$ cat config.mk
export PLATFORM = sky130hd
export DESIGN_NAME = seg_display_cont
export DESIGN_NICKNAME = d
export VERILOG_FILES = /design/src/rtl/seg_display_cont.sv
export SDC_FILE = /design/constraint.sdc
export NUM_CORES = 1
export LEC_CHECK = 0
export CORE_ASPECT_RATIO = 0.75
export CORE_MARGIN = 1
export CORE_UTILIZATION = 40
export CTS_BUF_LIST = sky130_fd_sc_hd__clkbuf_8 sky130_fd_sc_hd__clkbuf_16
export DETAILED_ROUTE_END_ITERATION = 10
export GPL_TIMING_DRIVEN = 1
export SYNTH_ARGS = -nofsm -noshare
export SYNTH_HDL_FRONTEND = slang
export SYNTH_SLANG_ARGS = --single-unit
export TNS_END_PERCENT = 1
$ cat constraint.sdc
create_clock -name CLK100_I -period 10.7 [get_ports CLK100_I]
set_clock_uncertainty 0.05 [all_clocks]
set_input_delay 1.605 -clock CLK100_I [delete_from_list [all_inputs] [get_ports CLK100_I]]
set_output_delay 1.605 -clock CLK100_I [all_outputs]
set_load 0.005 [all_outputs]
$ cat src/rtl/seg_display_cont.sv
// Eight-digit multiplexed 7-segment scanner with a double-buffered frame commit.
// Optional leading-zero suppression is enabled by defining SEG_LZ_BLANK_EN.
module seg_display_cont #(
  parameter int unsigned REFRESH_DIV = 100000,
  parameter int unsigned BLANK_CYC   = 4
) (
  input  logic        CLK100_I,
  input  logic        RST_I,
  input  logic [31:0] DATA_I,
  input  logic [7:0]  DP_I,
  input  logic [7:0]  EN_I,
  input  logic        LOAD_I,
  output logic [7:0]  AN_O,
  output logic [6:0]  SEG_O,
  output logic        DP_O,
  output logic        PEND_O,
  output logic        FRAME_O
);

  localparam int unsigned PW = (REFRESH_DIV > 1) ? $clog2(REFRESH_DIV) : 1;

  logic [PW-1:0] presc_q, presc_d;
  logic [2:0]    idx_q, idx_d;

  logic [31:0] pnd_data_q, pnd_data_d;
  logic [7:0]  pnd_dp_q, pnd_dp_d;
  logic [7:0]  pnd_en_q, pnd_en_d;
  logic        pend_q, pend_d;

  logic [31:0] act_data_q, act_data_d;
  logic [7:0]  act_dp_q, act_dp_d;
  logic [7:0]  act_en_q, act_en_d;

  logic [7:0]  an_q, an_d;
  logic [6:0]  seg_q, seg_d;
  logic        dp_q, dp_d;
  logic        frame_q, frame_d;

  logic        wrap;
  logic        boundary;
  logic        blank;
  logic [3:0]  nib;
  logic [7:0]  sup;

  function automatic logic [6:0] hex_decode(input logic [3:0] v);
    logic [6:0] s;
    case (v)
      4'h0: s = 7'h40;
      4'h1: s = 7'h79;
      4'h2: s = 7'h24;
      4'h3: s = 7'h30;
      4'h4: s = 7'h19;
      4'h5: s = 7'h12;
      4'h6: s = 7'h02;
      4'h7: s = 7'h78;
      4'h8: s = 7'h00;
      4'h9: s = 7'h10;
      4'hA: s = 7'h08;
      4'hB: s = 7'h03;
      4'hC: s = 7'h46;
      4'hD: s = 7'h21;
      4'hE: s = 7'h06;
      default: s = 7'h0E;
    endcase
    return s;
  endfunction

  // Scan timing: prescaler and digit index.
  always_comb begin
    wrap     = (presc_q == PW'(REFRESH_DIV - 1));
    boundary = wrap && (idx_q == 3'd7);
    blank    = (presc_q < PW'(BLANK_CYC));
    presc_d  = wrap ? '0 : presc_q + PW'(1);
    idx_d    = wrap ? idx_q + 3'd1 : idx_q;
  end

  // Pending buffer: a load always wins the buffer; the commit reads the pre-edge contents.
  always_comb begin
    pnd_data_d = pnd_data_q;
    pnd_dp_d   = pnd_dp_q;
    pnd_en_d   = pnd_en_q;
    pend_d     = pend_q;
    if (boundary) begin
      pend_d = 1'b0;
    end
    if (LOAD_I) begin
      pnd_data_d = DATA_I;
      pnd_dp_d   = DP_I;
      pnd_en_d   = EN_I;
      pend_d     = 1'b1;
    end
  end

  // Active registers only move on a frame boundary, so a frame never shows a partial update.
  always_comb begin
    act_data_d = act_data_q;
    act_dp_d   = act_dp_q;
    act_en_d   = act_en_q;
    frame_d    = boundary;
    if (boundary && pend_q) begin
      act_data_d = pnd_data_q;
      act_dp_d   = pnd_dp_q;
      act_en_d   = pnd_en_q;
    end
  end

`ifdef SEG_LZ_BLANK_EN
  // Walk from the top digit down; a digit stays suppressed while every enabled
  // nibble from it upwards is zero. Digit 0 is always shown.
  logic zero_run;
  always_comb begin
    zero_run = 1'b1;
    sup      = '0;
    for (int n = 7; n >= 0; n--) begin
      if (act_en_q[n] && (act_data_q[4*n +: 4] != 4'h0)) begin
        zero_run = 1'b0;
      end
      if ((n > 0) && act_en_q[n] && zero_run) begin
        sup[n] = 1'b1;
      end
    end
  end
`else
  assign sup = '0;
`endif

  // Display outputs, registered from the current scan state.
  always_comb begin
    nib   = act_data_q[{idx_q, 2'b00} +: 4];
    an_d  = 8'hFF;
    seg_d = sup[idx_q] ? 7'h7F : hex_decode(nib);
    dp_d  = ~act_dp_q[idx_q];
    if (!blank && act_en_q[idx_q] && (!sup[idx_q] || act_dp_q[idx_q])) begin
      an_d[idx_q] = 1'b0;
    end
  end

  always_ff @(posedge CLK100_I or posedge RST_I) begin
    if (RST_I) begin
      presc_q    <= '0;
      idx_q      <= '0;
      pnd_data_q <= '0;
      pnd_dp_q   <= '0;
      pnd_en_q   <= '0;
      pend_q     <= 1'b0;
      act_data_q <= '0;
      act_dp_q   <= '0;
      act_en_q   <= '0;
      an_q       <= 8'hFF;
      seg_q      <= 7'h7F;
      dp_q       <= 1'b1;
      frame_q    <= 1'b0;
    end else begin
      presc_q    <= presc_d;
      idx_q      <= idx_d;
      pnd_data_q <= pnd_data_d;
      pnd_dp_q   <= pnd_dp_d;
      pnd_en_q   <= pnd_en_d;
      pend_q     <= pend_d;
      act_data_q <= act_data_d;
      act_dp_q   <= act_dp_d;
      act_en_q   <= act_en_d;
      an_q       <= an_d;
      seg_q      <= seg_d;
      dp_q       <= dp_d;
      frame_q    <= frame_d;
    end
  end

  assign AN_O    = an_q;
  assign SEG_O   = seg_q;
  assign DP_O    = dp_q;
  assign PEND_O  = pend_q;
  assign FRAME_O = frame_q;

endmodule

==> results.py <==
metrics = {
    "layout": {
        "diodes": 0,
        "syn_to_final_growth_pct": 25.95,
        "final_nets": 520,
        "drive_gt1_share_pct": 32.14,
    },
    "clock_network": {
        "numCtsBuffers": 17,
        "clk_pin_slew_ns": 0.06,
        "cts-root-buf": "clkbuf_16",
        "tritoncts": "done",
        "holdBufCountCts": 0,
        "h-tree-depth": 4,
        "cts_resized": 0,
        "cts_buffer_depth": 2,
        "insertion_delay_ns": 0.40,
        "cts_sinks": 134,
        "cts_setup_buffers": 0,
    },
    "route": {
        "via_per_inst": 5.017,
        "drtAntennaViolNets": 0,
        "dr.first_iter.drc_count": 97,
        "post_drt_wl_per_cell_um": 15.91,
        "drcViolationCount": 0,
        "num_vias": 3251,
        "wirelength_mm": 10.31,
        "first_pass_iters": 6,
    },
    "place": {
        "dp_hpwl_mm": 6.771,
        "place_congestion": 0.7840,
        "io_buffers": 68,
        "place_ws_ns": 7.055,
    },
    "die": {
        "start_util_pct": 41.45,
        "die_w_um": 140.3,
        "rows": 37,
        "core_area_sq_um": 13840,
        "die_area_sq_um": 14830,
        "pin_count": 69,
        "die_height_um": 105.7,
    },
    "pwr": {
        "finalPower_mw": 1.237,
        "powerDensity_nw_per_um2": 171.2,
        "ir_worst_vdd_v": 0.0001015,
        "combPwrFrac_pct": 4.2,
        "swShare_pct": 19.38,
        "cellLeakagePower_nw": 3.246,
        "p_clk_share_pct": 52.6,
        "intPower_uw": 997.5,
        "p_sw_uw": 239.8,
        "pwr-share-seq_pct": 43.2,
    },
    "global_route": {
        "grt_use_total_pct": 15.39,
        "grt_pass1_wl_mm": 17.38,
        "antenna_found_initial": 0,
        "grt_pass1_vias": 3416,
        "grt_max_degree": 69,
        "grt-ovfl-total": 0,
    },
    "worst_hold_path": {
        "hold_path_class": "reg2reg",
    },
    "timing": {
        "fin_crit_ns": 3.383,
        "maxSlewViolCount": 0,
        "slew-limit-headroom_pct": 22.17,
        "rsz0062_at_grt": "false",
        "setup_viol": 0,
        "final.setup.tns_ns": 0,
        "worst_pin_slew_ns": 1.167,
        "fin_crit_sh_pct": 31.61,
        "fin_ws_ns": 7.317,
        "hold_viol": 0,
        "fmax_ghz": 0.2956,
    },
    "logic_synthesis": {
        "synth_top_area_share_pct": 51.46,
        "synthFlopType": "dfrtp_1",
        "synth_edf_count": 0,
        "synth.area.top_cells": "dfrtp_1 (51%), mux2_2 (16%), dfstp_2 (7.3%), mux2_1 (3.9%), mux4_2 (3.9%)",
        "async_flop_share_pct": 100.0,
        "synth_area_sq_um": 5738,
        "syn-instance-count": 386,
        "synth_cell_types": 45,
        "yosys_warnings": 0,
        "yosysTopAreaCell": "dfrtp_1",
        "syn_nets": 446,
        "syn_area_per_cell_sq_um": 14.87,
        "synth-seq-cells": 134,
        "ys_seq_area_share_pct": 58.79,
    },
    "setup_path": {
        "crit_arrival_ns": 3.62,
        "crit_type": "reg2reg",
        "crit_fanout": 36,
        "required_ns": 10.94,
        "cp-start-kind": "flop",
        "crit_path_end_kind": "flop",
    },
    "job": {
        "maxCapViolations": 0,
    },
    "status": {
        "outcome": "finished, final reports clean",
    },
}
-- routing by layer --
layer | track usage (%) | share of wire [%]
met1 | 21.10 | 49
met3 | 4.225 | 3.8
met4 | 5.024 | 0.64
met5 | 0 | 0
met2 | 23.64 | 46
-- metrics by stage --
step | hold WS, ns | util [%] | std cells | instance area, sq um
after detailed placement | 0.3917 | 47.34 | 616 | 6553
after floorplan | 0.3479 | - | 386 | 5738
final | 0.3919 | 52.21 | 648 | 7227
after global placement | 0.3772 | 47.34 | 616 | 6553
after global routing | 0.4176 | 52.21 | 648 | 7227
after CTS | 0.3990 | 52.21 | 648 | 7227
-- worst paths after layout --
path	from	end	slack (ns)	cells after the start
max	idx_q[1]	act_dp_q[4]	7.32	6
min	act_en_q[2]	AN_O[2]	0.39	1
max reg2reg	idx_q[1]	act_dp_q[4]	7.32	6
min reg2reg	act_en_q[2]	AN_O[2]	0.39	1
max in group asynchronous	RST_I	presc_q[9]	7.60	3
min in group asynchronous	RST_I	pnd_dp_q[5]	1.66	2
-- power by group through the flow --
stage               clock network (mW)  logic (mW)  registers, mW
CTS                              0.663      0.0536          0.535
detailed placement                   0      0.0534          0.544
finish                           0.650      0.0518          0.535
global placement                     0      0.0522          0.544
floorplan                            0      0.0292          0.540
global route                     0.690      0.0572          0.537
-- cells in the final DEF, fill, tap and decap left out, types with 14 or more instances in the layout --
cell	Yosys	final
nor2_1	14	14
clkdlybuf4s50_1	0	67
dfstp_2	16	16
mux2_1	20	20
dfrtp_1	118	118
mux2_2	80	80
clkbuf_16	0	17
-- critical path, cell delays in order, from the launching register on --
cell     delay (ns)
dfrtp_1        0.83
ha_1           0.28
ha_1           0.18
nand2_1        0.09
nor4_4         0.85
buf_4          0.55
mux2_2         0.39
-- cell usage after synthesis, drive strengths merged, types with 3 or more instances --
library cell / n
ha: 9
dfrtp: 118
mux2: 100
nand3: 10
inv: 10
nor2: 14
mux2i: 13
mux4: 10
nor3: 5
nand2: 9
xnor2: 8
nand4b: 3
xor2: 7
dfstp: 16
nand4: 6
nor4: 6
buf: 16
o21ai: 3
-- sequential cells by signal, indices dropped and copies added (netlist names) --
register and cells:
DP_O 1, AN_O 8, pnd_dp_q 8, SEG_O 7, presc_q 17, act_en_q 8, pnd_en_q 8, idx_q 3
pnd_data_q 32, act_data_q 32, PEND_O 1, act_dp_q 8, FRAME_O 1
-- layout make-up --
class,count,area [sq um]
Clock inverter,11,193.9
Inverter,10,40.04
Clock buffer,21,480.5
Multi-Input combinational cell,224,2207
Tap cell,175,219.0
Fill cell,1151,6615
Timing Repair Buffer,73,713.2
Sequential cell,134,3373
-- cell families (layout without fill, tap and decap cells) --
logic type,Yosys count,after routing,share of synthesized area (%)
fa+ha+maj,9,9,1.963
simple gates,64,64,6.280
flops,134,134,58.79
buf+inv,28,115,2.747
xor+xnor,15,15,2.290
mux,123,123,26.32
compound gates,13,13,1.614
Power figures use the tool's default switching activity.
